`src/rtl/serial_add_seq.sv`:
```
// serial_add_seq: bit-serial LSB-first adder with start/done handshake.
// Optional subtract mode (sub port) enabled by defining SERIAL_ADD_SUB_EN.
module serial_add_seq #(
  parameter int WIDTH = 8
) (
  input  logic             clk,
  input  logic             rst,
  input  logic             start,
`ifdef SERIAL_ADD_SUB_EN
  input  logic             sub,
`endif
  input  logic [WIDTH-1:0] a,
  input  logic [WIDTH-1:0] b,
  output logic             busy,
  output logic             done,
  output logic [WIDTH-1:0] sum,
  output logic             cout
);
  localparam int CW = $clog2(WIDTH);
  typedef enum logic [1:0] {IDLE, RUN, DONE} state_t;
  state_t state;
  logic [WIDTH-1:0] sa, sb, b_in;
  logic [CW-1:0] cnt;
  logic c, c_in, h, s, c_next, last;
`ifdef SERIAL_ADD_SUB_EN
  assign b_in = sub ? ~b : b;
  assign c_in = sub;
`else
  assign b_in = b;
  assign c_in = 1'b0;
`endif
  assign h = sa[0] ^ sb[0];
  assign s = h ^ c;
  assign c_next = (sa[0] & sb[0]) | (h & c);
  assign last = cnt == CW'(WIDTH - 1);
  always_ff @(posedge clk or posedge rst) begin
    if (rst) begin
      state <= IDLE;
      sa    <= '0;
      sb    <= '0;
      cnt   <= '0;
      c     <= 1'b0;
      busy  <= 1'b0;
      done  <= 1'b0;
      sum   <= '0;
      cout  <= 1'b0;
    end else begin
      done <= 1'b0;
      case (state)
        IDLE: if (start) begin
          sa    <= a;
          sb    <= b_in;
          c     <= c_in;
          cnt   <= '0;
          sum   <= '0;
          cout  <= 1'b0;
          busy  <= 1'b1;
          state <= RUN;
        end
        RUN: begin
          sa  <= sa >> 1;
          sb  <= sb >> 1;
          c   <= c_next;
          sum <= {s, sum[WIDTH-1:1]};
          cnt <= last ? '0 : cnt + 1'b1;
          if (last) begin
            busy  <= 1'b0;
            done  <= 1'b1;
            cout  <= c_next;
            state <= DONE;
          end
        end
        default: state <= IDLE;
      endcase
    end
  end
endmodule

```
`config.mk`:
```
export PLATFORM = sky130hd
export DESIGN_NAME = serial_add_seq
export DESIGN_NICKNAME = d
export VERILOG_FILES = /design/src/rtl/serial_add_seq.sv
export SDC_FILE = /design/constraint.sdc
export NUM_CORES = 1
export LEC_CHECK = 0
export BUFFER_PORTS_ARGS = -buffer_cell sky130_fd_sc_hd__buf_2
export CAP_MARGIN = 20
export CORE_MARGIN = 8
export CORE_UTILIZATION = 55
export DETAILED_ROUTE_END_ITERATION = 12
export PLACE_DENSITY = 0.86
export SLEW_MARGIN = 20
export SYNTH_ARGS = -nofsm -noshare
export SYNTH_HDL_FRONTEND = slang
export SYNTH_SLANG_ARGS = --single-unit
```
`constraint.sdc`:
```
create_clock -name clk -period 2.3 [get_ports clk]
set_input_delay 0.46 -clock clk [delete_from_list [all_inputs] [get_ports clk]]
set_output_delay 0.46 -clock clk [all_outputs]
set_load 0.02 [all_outputs]
```
==> results of run 1 <==
[cells by family (layout without fill, tap and decap cells)]
kind of cell	Yosys count	after routing	share of synthesized area
fa+ha+maj	3	3	0.03240
simple gates	31	31	0.1053
buf+inv	13	43	0.04230
compound gates	45	45	0.2259
flops	33	33	0.5941
[stage by stage]
stage	power, mW	setup slack (ps)	utilization
floorplan	1.653	1121	-
global placement	1.812	681.6	0.6332
detailed placement	1.895	509.0	0.6332
CTS	2.265	485.7	0.6620
global route	2.426	334.2	0.6620
finish	2.251	487.5	0.6620
[synthesized netlist by cell type (2+ instances only)]
library cell	instances
nor2_1	20
a22o_1	14
buf_2	5
nor4b_1	4
a21oi_1	12
nor3_1	2
o22ai_1	10
inv_1	4
ha_1	2
nand2_1	2
a211oi_1	4
dfrtp_1	33
o21ai_0	2
clkbuf_1	2
[final timing paths]
check                          to  slack, ps  cells past startpoint
max                        cnt[1]        490                      3
min                          busy        200                      3
max reg2reg                cnt[1]        490                      3
min reg2reg                sum[0]        510                      1
max in group asynchronous   sa[1]       1820                      3
min in group clk            sa[7]        350                      2
[per-layer routing]
layer  up-vias  global-route usage  part of all wire
met3         2             0.06780             0.065
li1        511                   -                 -
met1       535              0.2087              0.44
met2        39              0.2364              0.49
met5         -                   0                 0
met4         0             0.05600            0.0049
[critical path: stages, from the launching register on]
cell	delay [ps]
dfrtp_1	630
inv_2	220
nor2_1	630
a22o_1	270
[sequential cells by signal (all words and copies together), names as in the netlist]
register  count
state         2
done          1
sa            8
cout          1
busy          1
cnt           3
sb            8
sum           8
c             1
[area by class of cell]
| cell class | count | area (µm²) |
|---|---|---|
| Inverter | 5 | 18.77 |
| Tap cell | 30 | 37.54 |
| Timing Repair Buffer | 30 | 152.6 |
| Clock buffer | 7 | 65.06 |
| Fill cell | 204 | 822.0 |
| Sequential cell | 33 | 825.8 |
| Multi-Input combinational cell | 79 | 505.5 |
| Clock inverter | 1 | 5.005 |
[where the power goes]
group	leakage, nW	switching (mW)	internal (mW)
logic	0.325	0.473	0.375
registers	0.402	0.205	0.832
clock network	0.0413	0.189	0.177
==> results.tsv, run 1 <==
stage	metric	value	unit
timing	period_share	0.7880	
global_routing	gr-usage-all-layers	0.1615	
setup_path	crit_arrival	2080	ps
timing	fin_skew	4.854	ps
clock_network	cts.sinks	33	
min_path	hp-class	primary input to async pin	
job	maxCapViolCount	0	
global_routing	grt_pass1_wl	5306	µm
setup_path	startpoint_type	register	
power	peakVddDrop	930.9	µV
clock_network	cts_hold_buf	0	
timing	slew_headroom	0.4921	
clock_network	clkTransAtPathRegs	100	ps
synthesis	ys.flop_type	dfrtp_1	
die	coreArea	0.002432	mm²
synthesis	ys_types	23	
placement	post-place-cells	177	
die	pin_count	30	
timing	min_period	1812	ps
clock_network	post_cts_resized	0	
placement	place.gp.congestion	0.7402	
setup_path	crit_path_end_kind	register	
power	power_leakage	0.7680	nW
die	chipWidth	66.28	µm
final_layout	area_delta_synth_final	15.84	%
timing	drv_slew	0	
synthesis	yosys.area.top_type	dfrtp_1	
synthesis	syn_inst	125	
setup_path	worstSetupPathType	register to register	
placement	dp_hpwl	2143	µm
power	power.density	1398	mW/mm²
final_layout	finish.instance_area	0.001610	mm²
setup_path	cp_max_fo	15	
timing	tightestPinTransition	759.0	ps
final_layout	final_cells	185	
outcome	outcome	complete, no violations	
clock_network	postCtsSetupBuffers	0	
final_layout	drive_gt1_frac	0.2645	
placement	dpl-instance-area	0.001540	mm²
detailed_routing	ant_nets	0	
detailed_routing	avgRoutedWirePerCell	16.64	µm
synthesis	yosys_warnings	0	
clock_network	clk_latency	330	ps
final_layout	nets	176	
die	initial_core_util	0.5715	
global_routing	grt_overflow_total	0	
clock_network	cts_buffers	5	
synthesis	ys_ff_latch	33	
synthesis	synth.avg_cell_area	11.12	µm²
detailed_routing	drc	0	
setup_path	crit_path_start	state[0]	
synthesis	yosysTopAreaCellShare	0.5941	
synthesis	seq_area_frac_synth	0.5941	
clock_network	htree_levels	2	
timing	timing.hold.ws	196.4	ps
detailed_routing	vias	1087	
synthesis	synth_edf_count	0	
clock_network	cts_tree	done	
timing	fin_tns_setup	0	ps
timing	rsz0062_at_grt	false	
detailed_routing	viasPerCell	5.876	
synthesis	syn_area	0.001390	mm²
clock_network	cts_root_buffer	clkbuf_4	
final_layout	final_common_cell	dfrtp_1	
detailed_routing	drt_first_pass_iters	4	
detailed_routing	drt_wl_total	3079	µm
placement	portBuffers	29	
synthesis	synthTopCellsByArea	dfrtp_1 59%, a22o_1 8.8%, nor2_1 5.4%	
global_routing	grt_pass1_vias	1104	
clock_network	cts_buffer_depth	2	
synthesis	async_flop_share	1.000	
final_layout	diodes	0	
die	rows	18	
timing	finalHoldViolCount	0	
synthesis	synth_nets	147	
die	die_h	66.28	µm
global_routing	antenna_found_initial	0	
die	die_area	0.004392	mm²
setup_path	reg2reg_from	state[0]	
timing	finalSetupViolations	0	
setup_path	worstPathRequired	2570	ps
detailed_routing	first_iter_violations	34	
final_layout	layout_common_cells	33 x dfrtp_1, 29 x buf_2, 20 x nor2_1, 14 x a22o_1, 12 x a21oi_1	
global_routing	grt_max_degree	34	
timing	fmax	551.7	MHz
(Power assumes the default switching activity.)
==> run 2, diff against run 1 <==
--- a/config.mk
+++ b/config.mk
@@ -8,9 +8,9 @@
 export BUFFER_PORTS_ARGS = -buffer_cell sky130_fd_sc_hd__buf_2
 export CAP_MARGIN = 20
 export CORE_MARGIN = 8
-export CORE_UTILIZATION = 55
+export CORE_UTILIZATION = 47
 export DETAILED_ROUTE_END_ITERATION = 12
-export PLACE_DENSITY = 0.86
+export PLACE_DENSITY = 0.78
 export SLEW_MARGIN = 20
 export SYNTH_ARGS = -nofsm -noshare
 export SYNTH_HDL_FRONTEND = slang
==> constraint.sdc (replaced) <==
create_clock -name clk -period 1.6 [get_ports clk]
set_input_delay 0.32 -clock clk [delete_from_list [all_inputs] [get_ports clk]]
set_output_delay 0.32 -clock clk [all_outputs]
set_load 0.02 [all_outputs]
==> run 2 against run 1 <==
Sequential power increased by 39%. Setup slack worse by 350 ps. Flip-flop and latch count stayed put. Global-route usage shrank 4.0 points. Cell count is 3.2% higher. Combinational power up 50%. Largest power group unchanged. Die area is 13% higher.
==> results.tsv, run 2 (synthesis results as in run 1) <==
stage	metric	value	unit	change
outcome	outcome	complete, no violations		
timing	drv_slew	0		unchanged
setup_path	r2r_end	sum[2]		
setup_path	crit_path_end_kind	register		
setup_path	critical-path-top-delay-family	simple AND/OR/NAND/NOR gates		
clock_network	clkTransAtPathRegs	100	ps	about the same
placement	dp_hpwl	2087	µm	-2.6%
clock_network	cts_tree	done		
timing	slew_headroom	0.5139		+0.02182
setup_path	cp_max_fo	12		-3
detailed_routing	viasPerCell	5.649		-3.9%
setup_path	crit_chain	inv_2 > nor2_1 > a22o_1		
setup_path	startpoint_type	register		
timing	min_period	1466	ps	-346.6 ps
detailed_routing	avgRoutedWirePerCell	15.23	µm	-8.5%
detailed_routing	first_iter_violations	88		+160%
global_routing	gr-usage-all-layers	0.1214		-0.04006
job	maxCapViolCount	0		unchanged
setup_path	worstSetupPathType	register to register		
final_layout	drive_gt1_frac	0.2813		+0.01673
placement	dp_slack	165.6	ps	-343.4 ps
power	power.density	1937	mW/mm²	+39%
global_routing	grt_pass1_vias	1095		-0.82%
min_path	hp-class	primary input to async pin		
die	die_h	70.39	µm	+6.2%
die	rows	19		+1
timing	fmax	682.2	MHz	+24%
die	initial_core_util	0.4998		-0.07173
timing	finalHoldViolCount	0		unchanged
timing	fin_skew	2.916	ps	-1.938 ps
final_layout	area_delta_synth_final	17.28	%	
clock_network	cts.sinks	33		unchanged
setup_path	worst-r2r-setup-slack	130	ps	-350 ps
final_layout	reg_top3	sa x8, sb x8, sum x8		
setup_path	cp_num_buf_inv	1		unchanged
detailed_routing	drc	0		unchanged
final_layout	nets	181		+2.8%
die	chipWidth	70.39	µm	+6.2%
global_routing	antenna_found_initial	0		unchanged
timing	timing.hold.ws	59.80	ps	-136.6 ps
detailed_routing	drt_first_pass_iters	4		unchanged
detailed_routing	ant_nets	0		unchanged
clock_network	post_cts_resized	0		unchanged
setup_path	worstPathRequired	1870	ps	-700 ps
global_routing	grt_max_degree	34		unchanged
clock_network	cts_hold_buf	0		unchanged
final_layout	diodes	0		unchanged
global_routing	grt_overflow_total	0		unchanged
setup_path	reg2reg_from	state[0]		
clock_network	htree_levels	2		unchanged
power	power_leakage	0.7832	nW	+2.0%
clock_network	cts_buffer_depth	2		unchanged
clock_network	cts_root_buffer	clkbuf_4		
detailed_routing	drt_wl_total	2908	µm	-5.6%
setup_path	slowest_stage	nor2_1		
final_layout	final_common_cell	dfrtp_1		
setup_path	critPathMaxStageDelay	560	ps	-70 ps
timing	finalSetupViolations	0		unchanged
setup_path	crit_arrival	1730	ps	-350 ps
clock_network	cts_buffers	5		unchanged
power	peakVddDrop	1282	µV	+38%
timing	setup_ws	134.1	ps	-353.4 ps
timing	fin_tns_setup	0	ps	unchanged
setup_path	ff2ff_path_depth	3		unchanged
clock_network	postCtsSetupBuffers	0		unchanged
timing	period_share	0.9162		+0.1281
final_layout	layout_common_cells	33 x dfrtp_1, 29 x buf_2, 20 x nor2_1, 14 x a22o_1, 12 x a21oi_1		
die	die_area	0.004954	mm²	+13%
global_routing	grt_pass1_wl	4940	µm	-6.9%
placement	portBuffers	29		unchanged
timing	tightestPinTransition	726.4	ps	-32.62 ps
die	pin_count	30		unchanged
clock_network	clk_latency	320	ps	about the same
timing	rsz0062_at_grt	false		
detailed_routing	vias	1079		-0.74%
placement	place.gp.congestion	0.7687		+3.9%
die	coreArea	0.002781	mm²	+14%
run 2: cell types whose count changed in the layout (fill, tap and decap cells not counted):
| cell | delta |
|---|---|
| buf_4 | +5 |
| clkbuf_1 | +1 |
| clkbuf_8 | -2 |
| clkinv_2 | +1 |
run 2: metrics by stage:
stage                 util  cells  total power [mW]  area, µm²
detailed placement  0.5677    183             2.751       1579
global route        0.5861    191             3.401       1630
CTS                 0.5861    191             3.190       1630
global placement    0.5677    183             2.665       1579
floorplan                -    125             2.376       1390
finish              0.5861    191             3.158       1630
run 2: cell type report:
| class | count | area, µm² |
|---|---|---|
| Fill cell | 237 | 1151 |
| Sequential cell | 33 | 825.8 |
| Multi-Input combinational cell | 79 | 505.5 |
| Timing Repair Buffer | 35 | 190.2 |
| Clock buffer | 6 | 41.29 |
| Tap cell | 31 | 38.79 |
| Inverter | 5 | 18.77 |
| Clock inverter | 2 | 10.01 |
run 2: how the worst max path moves through the flow:
stage               startpoint     end  slack (ps)  cells past startpoint
floorplan                    c  sum[7]         440                      2
global placement      state[0]  sum[4]         250                      3
CTS                   state[0]  sum[6]         150                      3
detailed placement    state[0]       c         170                      3
global route          state[0]  sum[6]          20                      3
finish                state[0]  sum[2]         130                      3
run 2: tightest hold or removal path: cells and delay by family:
kind / cells / cell delay (ps)
buffers and inverters: 3 / 500
run 2: layer usage:
layer	up-vias	track usage	share of wire
met4	0	0.05580	0.014
met5	-	0	0
met3	5	0.03814	0.046
met1	528	0.1429	0.48
li1	523	-	-
met2	23	0.1962	0.46
run 2: power breakdown:
part           leakage, nW  switching, mW  internal [mW]
clock               0.0320          0.267          0.167
combinational        0.349          0.690          0.584
sequential           0.402          0.253           1.20
